`config.mk`:
```
export PLATFORM = sky130hd
export DESIGN_NAME = uart_rx_buffered
export DESIGN_NICKNAME = d
export VERILOG_FILES = /design/src/rtl/uart_rx_buffered.sv
export SDC_FILE = /design/constraint.sdc
export NUM_CORES = 1
export LEC_CHECK = 0
export BUFFER_PORTS_ARGS = -buffer_cell sky130_fd_sc_hd__buf_2
export CORE_MARGIN = 5
export CORE_UTILIZATION = 45
export CTS_CLUSTER_DIAMETER = 120
export DETAILED_ROUTE_END_ITERATION = 16
export GPL_ROUTABILITY_DRIVEN = 0
export RECOVER_POWER = 50
export SLEW_MARGIN = 40
export SYNTH_ARGS = -nofsm -noshare
export SYNTH_HDL_FRONTEND = slang
export SYNTH_SLANG_ARGS = --single-unit
```
`constraint.sdc`:
```
create_clock -name uart_samplig_clk -period 4.6 [get_ports uart_samplig_clk]
set_clock_uncertainty 0.05 [all_clocks]
set_input_delay 0 -clock uart_samplig_clk [delete_from_list [all_inputs] [get_ports uart_samplig_clk]]
set_output_delay 0 -clock uart_samplig_clk [all_outputs]
set_load 0.02 [all_outputs]
```
`src/rtl/uart_rx_buffered.sv`:
```
// rtl/uart_rx_buffered.sv - oversampled UART receiver with error-flagged output FIFO
// Build option: define UART_RX_PARITY_EN to expect a parity bit between data and stop.
// Ports:
//   uart_samplig_clk  sampling clock, OVERSAMPLE x baud
//   reset             synchronous, active-high
//   RsRx              serial line, idle high, already synchronised
//   valid / ready     head-entry handshake (pop on valid && ready)
//   received_data     head entry data
//   frame_err         head entry stop bit was 0
//   parity_err        head entry parity mismatch (0 without UART_RX_PARITY_EN)
//   overrun           one-cycle pulse when a finished frame is dropped on a full FIFO
//   fifo_count        entries held
module uart_rx_buffered #(
    parameter int DATA_BITS  = 8,
    parameter int OVERSAMPLE = 16,
    parameter int FIFO_DEPTH = 4,
    parameter int PARITY_ODD = 0
) (
    input  logic                        uart_samplig_clk,
    input  logic                        reset,
    input  logic                        RsRx,
    output logic                        valid,
    input  logic                        ready,
    output logic [DATA_BITS-1:0]        received_data,
    output logic                        frame_err,
    output logic                        parity_err,
    output logic                        overrun,
    output logic [$clog2(FIFO_DEPTH):0] fifo_count
);

    localparam int CW   = $clog2(OVERSAMPLE);
    localparam int BW   = $clog2(DATA_BITS);
    localparam int AW   = $clog2(FIFO_DEPTH);
    localparam int CNTW = AW + 1;
`ifdef UART_RX_PARITY_EN
    localparam int EW   = DATA_BITS + 2;   // {data, frame_err, parity_err}
`else
    localparam int EW   = DATA_BITS + 1;   // {data, frame_err}
`endif

    localparam logic [CW-1:0] HALF_M1 = CW'(OVERSAMPLE / 2 - 1);
    localparam logic [CW-1:0] FULL_M1 = CW'(OVERSAMPLE - 1);
    localparam logic [BW-1:0] LAST_BIT = BW'(DATA_BITS - 1);

    if (DATA_BITS < 5 || DATA_BITS > 9 || OVERSAMPLE < 8 || OVERSAMPLE > 32 ||
        (OVERSAMPLE % 2) != 0 || FIFO_DEPTH < 2 || (FIFO_DEPTH & (FIFO_DEPTH - 1)) != 0 ||
        PARITY_ODD < 0 || PARITY_ODD > 1) begin : g_bad_params
        $error("uart_rx_buffered: illegal parameter value");
    end

`ifdef UART_RX_PARITY_EN
    typedef enum logic [2:0] {IDLE, START, DATA, PARITY, STOP, BREAK} state_t;
`else
    typedef enum logic [2:0] {IDLE, START, DATA, STOP, BREAK} state_t;
`endif

    state_t                 state, state_n;
    logic [CW-1:0]          tick_cnt;
    logic [BW-1:0]          bit_cnt;
    logic [DATA_BITS-1:0]   shift_reg;
    logic                   tick_clr;
    logic                   start_det;
    logic                   bit_sample;
    logic                   stop_sample;
    logic [EW-1:0]          push_entry;

    // ---------------- receive FSM ----------------
    always_ff @(posedge uart_samplig_clk) begin
        if (reset) begin
            state <= IDLE;
        end else begin
            state <= state_n;
        end
    end

`ifdef UART_RX_PARITY_EN
    logic parity_sample;
    logic par_bad;
`endif

    always_comb begin
        state_n     = state;
        tick_clr    = 1'b0;
        start_det   = 1'b0;
        bit_sample  = 1'b0;
        stop_sample = 1'b0;
`ifdef UART_RX_PARITY_EN
        parity_sample = 1'b0;
`endif
        case (state)
            IDLE: begin
                if (!RsRx) begin
                    start_det = 1'b1;
                    tick_clr  = 1'b1;
                    state_n   = START;
                end
            end
            START: begin
                // Mid-start-bit check rejects glitches shorter than half a bit.
                if (tick_cnt == HALF_M1) begin
                    tick_clr = 1'b1;
                    state_n  = RsRx ? IDLE : DATA;
                end
            end
            DATA: begin
                if (tick_cnt == FULL_M1) begin
                    tick_clr   = 1'b1;
                    bit_sample = 1'b1;
                    if (bit_cnt == LAST_BIT) begin
`ifdef UART_RX_PARITY_EN
                        state_n = PARITY;
`else
                        state_n = STOP;
`endif
                    end
                end
            end
`ifdef UART_RX_PARITY_EN
            PARITY: begin
                if (tick_cnt == FULL_M1) begin
                    tick_clr      = 1'b1;
                    parity_sample = 1'b1;
                    state_n       = STOP;
                end
            end
`endif
            STOP: begin
                if (tick_cnt == FULL_M1) begin
                    tick_clr    = 1'b1;
                    stop_sample = 1'b1;
                    // A low stop bit parks in BREAK so a held-low line yields one entry.
                    state_n     = RsRx ? IDLE : BREAK;
                end
            end
            BREAK: begin
                if (RsRx) begin
                    state_n = IDLE;
                end
            end
            default: state_n = IDLE;
        endcase
    end

    // ---------------- receive datapath ----------------
    always_ff @(posedge uart_samplig_clk) begin
        if (reset) begin
            tick_cnt  <= '0;
            bit_cnt   <= '0;
            shift_reg <= '0;
        end else begin
            tick_cnt <= tick_clr ? '0 : tick_cnt + CW'(1);
            if (start_det) begin
                bit_cnt <= '0;
            end else if (bit_sample) begin
                bit_cnt <= bit_cnt + BW'(1);
            end
            if (bit_sample) begin
                shift_reg <= {RsRx, shift_reg[DATA_BITS-1:1]};
            end
        end
    end

`ifdef UART_RX_PARITY_EN
    logic expected_par;
    assign expected_par = (^shift_reg) ^ (PARITY_ODD != 0);

    always_ff @(posedge uart_samplig_clk) begin
        if (reset) begin
            par_bad <= 1'b0;
        end else if (start_det) begin
            par_bad <= 1'b0;
        end else if (parity_sample) begin
            par_bad <= (RsRx != expected_par);
        end
    end

    assign push_entry = {shift_reg, ~RsRx, par_bad};
`else
    assign push_entry = {shift_reg, ~RsRx};
`endif

    // ---------------- output FIFO ----------------
    logic [EW-1:0]   mem [FIFO_DEPTH];
    logic [EW-1:0]   head_entry;
    logic [AW-1:0]   wr_ptr, rd_ptr, rd_ptr_n;
    logic [CNTW-1:0] count_n;
    logic            full, pop, push_ok, drop;

    assign valid   = (fifo_count != '0);
    assign full    = (fifo_count == CNTW'(FIFO_DEPTH));
    assign pop     = valid && ready;
    assign push_ok = stop_sample && (!full || pop);
    assign drop    = stop_sample && full && !pop;

    always_comb begin
        rd_ptr_n = pop ? rd_ptr + AW'(1) : rd_ptr;
        count_n  = fifo_count;
        case ({push_ok, pop})
            2'b10:   count_n = fifo_count + CNTW'(1);
            2'b01:   count_n = fifo_count - CNTW'(1);
            default: count_n = fifo_count;
        endcase
    end

    always_ff @(posedge uart_samplig_clk) begin
        if (push_ok) begin
            mem[wr_ptr] <= push_entry;
        end
    end

    always_ff @(posedge uart_samplig_clk) begin
        if (reset) begin
            wr_ptr     <= '0;
            rd_ptr     <= '0;
            fifo_count <= '0;
            head_entry <= '0;
            overrun    <= 1'b0;
        end else begin
            if (push_ok) begin
                wr_ptr <= wr_ptr + AW'(1);
            end
            rd_ptr     <= rd_ptr_n;
            fifo_count <= count_n;
            overrun    <= drop;
            // Head register tracks the next read slot; when that slot is being
            // written this cycle the incoming entry is forwarded around the RAM.
            if (count_n != '0) begin
                head_entry <= (push_ok && (wr_ptr == rd_ptr_n)) ? push_entry : mem[rd_ptr_n];
            end
        end
    end

    assign received_data = head_entry[EW-1 -: DATA_BITS];
    assign frame_err     = head_entry[EW-DATA_BITS-1];
`ifdef UART_RX_PARITY_EN
    assign parity_err    = head_entry[0];
`else
    assign parity_err    = 1'b0;
`endif

endmodule

```
==> results of run 1 <==
## worst paths after layout
| check | startpoint | endpoint | cells after the start |
|---|---|---|---|
| min reg2reg | tick_cnt[0] | tick_cnt[0] | 1 |
| max | fifo_count[0] | head_entry[5] | 8 |
| max reg2reg | fifo_count[0] | head_entry[5] | 8 |
| min | reset | shift_reg[7] | 2 |
## cell usage after synthesis (all sizes together), types with 4 or more instances
master	count
nor2	28
nor3	11
mux2i	11
inv	16
nand2	6
xnor2	5
dfxtp	35
a21oi	4
xor2	4
and3	7
o32ai	8
edfxtp	36
and2	10
a221oi	8
buf	14
ha	7
mux4	18
clkbuf	7
## final cells by class
cell class                      count  share of cell area, %
Sequential cell                    71                   48.3
Clock buffer                       11                   3.56
Tap cell                           99                   3.36
Clock inverter                      5                  0.949
Inverter                           16                   1.63
Timing Repair Buffer               20                   2.48
Multi-Input combinational cell    167                   39.7
## power by group through the flow
stage	logic [mW]	clock network, mW	registers [mW]
after global placement	0.0180	0	0.678
after CTS	0.0192	0.437	0.663
after detailed placement	0.0184	0	0.678
final	0.0187	0.427	0.663
after global routing	0.0210	0.461	0.663
after floorplan	0.0147	0	0.676
## cells by family after synthesis
| kind of cell | share of synthesized area, % |
|---|---|
| and+or+nand+nor | 11.9 |
| DFF | 52.2 |
| AOI/OAI and AO/OA | 9.65 |
| buffers and inverters | 5.21 |
| muxes | 15.4 |
| xor gates and xnor gates | 2.31 |
| adders and majority gates | 3.15 |
| other | 0.110 |
## critical path: stages, from the launching register on
cell	delay, ns
dfxtp_1	0.58
o31a_1	0.54
nand2_1	0.14
fa_1	0.46
xor2_1	0.19
a311oi_1	0.06
and3_1	0.23
or4_4	0.59
o32ai_1	0.29
## routing by layer
layer | vias up | global-route usage, % | part of all wire (%)
met3 | 11 | 2.94 | 6.5
met1 | 1080 | 20.4 | 46
met4 | 0 | 7.99 | 2.1
li1 | 1058 | - | -
met5 | - | 0 | 0
met2 | 57 | 23.1 | 45
## stage by stage
stage          utilization (%)  worst slack (ns)  cell area (µm²)  hold WS [ns]
4_1_cts                   50.6              1.38             3710        0.0483
6_report                  50.3              1.36             3690        0.0305
3_5_place_dp              48.2              1.40             3530         0.188
3_3_place_gp              48.0              1.24             3520         0.190
5_1_grt                   50.3              1.08             3690        0.0724
2_1_floorplan                -              1.54             3410        0.0293
==> impl_metrics.yaml, run 1 <==
status:
  status: "finished, final reports clean"
yosys:
  ys.flop_type: "edfxtp_1"
  synth_edf_count: 36
  syn-num-nets: 287
  syn_area_um2: 3410
  async_reset_ff_share_pct: 0
  synth_top_area_cell: "edfxtp_1"
  postSynthAreaPerCell_um2: 12.4
  synth.yosys.warnings: 0
  ys_ff_latch: 71
  ys_seq_area_share_pct: 52.2
  yosys-top-cells-area: "edfxtp_1, dfxtp_1, mux4_2"
  synth.distinct_cells: 50
  synthCells: 275
  synth_top_area_share_pct: 31.7
die:
  dieWidth_um: 97.1
  rows: 31
  dieArea_um2: 9420
  die_h_um: 97.1
  num_io_pins: 19
  start_util_pct: 46.5
  core_area_um2: 7330
critical_path:
  critPathArrivalTime_ns: 3.44
  cp.required_ns: 4.80
  worst-setup-path-type: "flop to flop"
  critPathMaxFanout: 14
  crit_path_start_kind: "flop"
  reg2reg_slack_ns: 1.36
  cp-end-kind: "flop"
power_and_ir_drop:
  p_comb_share_pct: 1.7
  p_seq_share_pct: 59.8
  power_density_nw_per_um2: 300
  p_int_mw: 0.862
  vdd.ir_drop.worst_mv: 0.138
  power_mw: 1.11
  leakagePower_nw: 1.21
  power_frac_clock_pct: 38.5
  p_sw_share_pct: 22.2
  p_switching_mw: 0.246
sta:
  slew_viol_final: 0
  fin_crit_sh_pct: 70.4
  relSlewSlack_pct: 42.4
  setup_viol: 0
  fin_setup_tns_ns: 0
  worst_pin_slew_ns: 0.853
  min_period_ns: 3.24
  fmax_ghz: 0.309
  finalHoldViolCount: 0
  rsz0062_at_grt: "false"
clock_network:
  cts_tree: "yes"
  post-cts-setup-buffers: 0
  clk_transition_reported_paths_ns: 0.07
  clock-sinks: 71
  cts_resized: 0
  clkLatencyLatePin_ns: 0.34
  htreeDepth: 3
  postCtsHoldBufs: 1
  clock_path_buffers: 2
  cts-root-buf: "clkbuf_8"
  cts-buffers-inserted: 9
layout:
  final_common_cell: "edfxtp_1"
  num_antenna_cells: 0
  nFillCells: 647
  seqCellArea_um2: 1780
  drive_above_1_share_pct: 15.9
  syn_to_final_growth_pct: 8.18
  nNetsFinal: 297
  layout_common_cells: "edfxtp_1, dfxtp_1, nor2_1"
  final_cells: 389
  largest_reg_flops: 36
  multiInputGateArea_um2: 1470
global_routing:
  overflow: 0
  grt_max_degree: 23
  antenna_found_initial: 0
  grt_pass1_vias: 2132
  grt_use_total_pct: 15.2
  grt_first_pass_wirelength_um: 11100
route:
  wl_per_cell_um: 17.9
  drt_iter0_drc: 126
  routed_wl_um: 6960
  viasPerCell: 5.67
  first_pass_iters: 6
  detail_route.drc_violations: 0
  ant_nets: 0
  vias: 2206
place:
  io_buffers: 17
  dpl.hpwl_um: 4570
  dpl.cell_count: 372
flow_run:
  maxCapViolCount: 0
min_path:
  worstHoldPathType: "input pin to flop"
No activity file was read; power rests on OpenSTA's default activity.
==> run 2, diff against run 1 <==
- clock period: 4.6 -> 2.7 ns (I/O delays scaled with it)
==> run 2 against run 1 <==
Compared with the run above: global-route usage is 1.5 points higher; hold slack improved by 0.027 ns; critical path depth rose by 2; count of clock-buffer cells in the layout shrank 1; largest cell class unchanged; highest routed layer unchanged.
==> impl_metrics.yaml, run 2 (synthesis gave the netlist of run 1 again) <==
sta:
  relSlewSlack_pct: 37.3
  finalHoldViolCount: 0
  setup_viol: 0
  slew_viol_final: 0
  rsz0062_at_grt: "false"
  fmax_ghz: 0.384
  fin_hold_ws_ns: 0.0575
  min_period_ns: 2.60
  worst_pin_slew_ns: 0.928
  fin_crit_sh_pct: 96.5
die:
  rows: 31
  die_h_um: 97.1
  num_io_pins: 19
  start_util_pct: 46.5
  dieWidth_um: 97.1
  core_area_um2: 7330
  dieArea_um2: 9420
critical_path:
  cp.required_ns: 2.91
  crit_path_start_kind: "flop"
  worst-setup-path-type: "flop to flop"
  cp-end-kind: "flop"
  critPathMaxFanout: 5
  critPathArrivalTime_ns: 2.81
layout:
  final_cells: 410
  drive_above_1_share_pct: 26.7
  layout_common_cells: "edfxtp_1, dfxtp_1, nor2_1"
  largest_reg_flops: 36
  syn_to_final_growth_pct: 17.0
  nNetsFinal: 318
  num_antenna_cells: 0
  final_common_cell: "edfxtp_1"
  utilization_pct: 54.4
route:
  viasPerCell: 5.62
  drt_iter0_drc: 109
  routed_wl_um: 7510
  vias: 2304
  ant_nets: 0
  wl_per_cell_um: 18.3
  detail_route.drc_violations: 0
  first_pass_iters: 4
clock_network:
  clock_path_buffers: 2
  clkLatencyLatePin_ns: 0.34
  clk_transition_reported_paths_ns: 0.08
  clock-sinks: 71
  cts_tree: "yes"
  cts-root-buf: "clkbuf_8"
  htreeDepth: 3
  cts-buffers-inserted: 9
global_routing:
  grt_use_total_pct: 16.6
  grt_pass1_vias: 2357
  overflow: 0
  antenna_found_initial: 0
  grt_first_pass_wirelength_um: 12300
  grt_max_degree: 22
min_path:
  worstHoldPathType: "input pin to flop"
place:
  dpl.cell_count: 391
  io_buffers: 17
  dpl.hpwl_um: 5100
power_and_ir_drop:
  leakagePower_nw: 1.36
  vdd.ir_drop.worst_mv: 0.273
  power_density_nw_per_um2: 526
flow_run:
  maxCapViolCount: 0
status:
  status: "finished, final reports clean"
-- run 2: final cells by class --
class	instances	area [µm²]
fill	614	3340
timing repair buffer	40	233
tap	99	124
multi-input combinational	168	1560
inverter	16	60.1
clock inverter	6	93.8
sequential	71	1790
clock buffer	10	128
-- run 2: path summary, 6_finish.rpt --
kind / from / end / slack [ns] / cells after the start
worst max-delay path: tick_cnt[0] / head_entry[2] / 0.1 / 10
worst min register to register: tick_cnt[0] / tick_cnt[0] / 0.40 / 1
worst min-delay path: ready / fifo_count[2] / 0.06 / 3
worst max register to register: tick_cnt[0] / head_entry[2] / 0.1 / 10
-- run 2: repair_timing --
action,4_1_cts,5_1_grt
endpoints found under the setup margin,0,9
hold buffers,1,0
hold endpoints to repair,2,0
buffers inserted,0,1
resized for setup,0,2
-- run 2: report_power, final --
| group | switching (mW) | total (mW) | leakage [nW] | internal (mW) |
|---|---|---|---|---|
| combinational | 0.0270 | 0.0399 | 0.631 | 0.0130 |
| clock | 0.407 | 0.933 | 0.107 | 0.527 |
| sequential | 0.00298 | 1.13 | 0.617 | 1.12 |
| total | 0.436 | 2.10 | 1.36 | 1.66 |
-- run 2: routing by layer --
metal	up-vias	GRT usage, %	wire [µm]
met1	1146	22.5	3460
li1	1103	-	-
met4	0	4.86	73
met3	6	4.24	317
met2	49	26.4	3660
met5	-	0	0
-- run 2: metrics by stage --
step / setup WS (ns) / total power [mW] / area [µm²] / TNS [ns]
final: 0.0954 / 2.10 / 3990 / 0
after global routing: 0.000627 / 2.18 / 3990 / 0
after global placement: 0.0756 / 1.19 / 3770 / 0
after detailed placement: 0.0480 / 1.19 / 3770 / 0
after CTS: 0.00686 / 2.12 / 4010 / 0
after floorplan: -0.00523 / 1.18 / 3550 / -0.00523
-- run 2: worst max-delay path: stages (launching register included) --
cell and delay [ns]:
dfxtp_1 0.33, ha_2 0.17, and3b_2 0.23, nand3_4 0.09
nand2_4 0.05, fa_2 0.37, mux2_2 0.24, nor4_1 0.04
buf_4 0.15, or4_4 0.58, o32ai_2 0.23
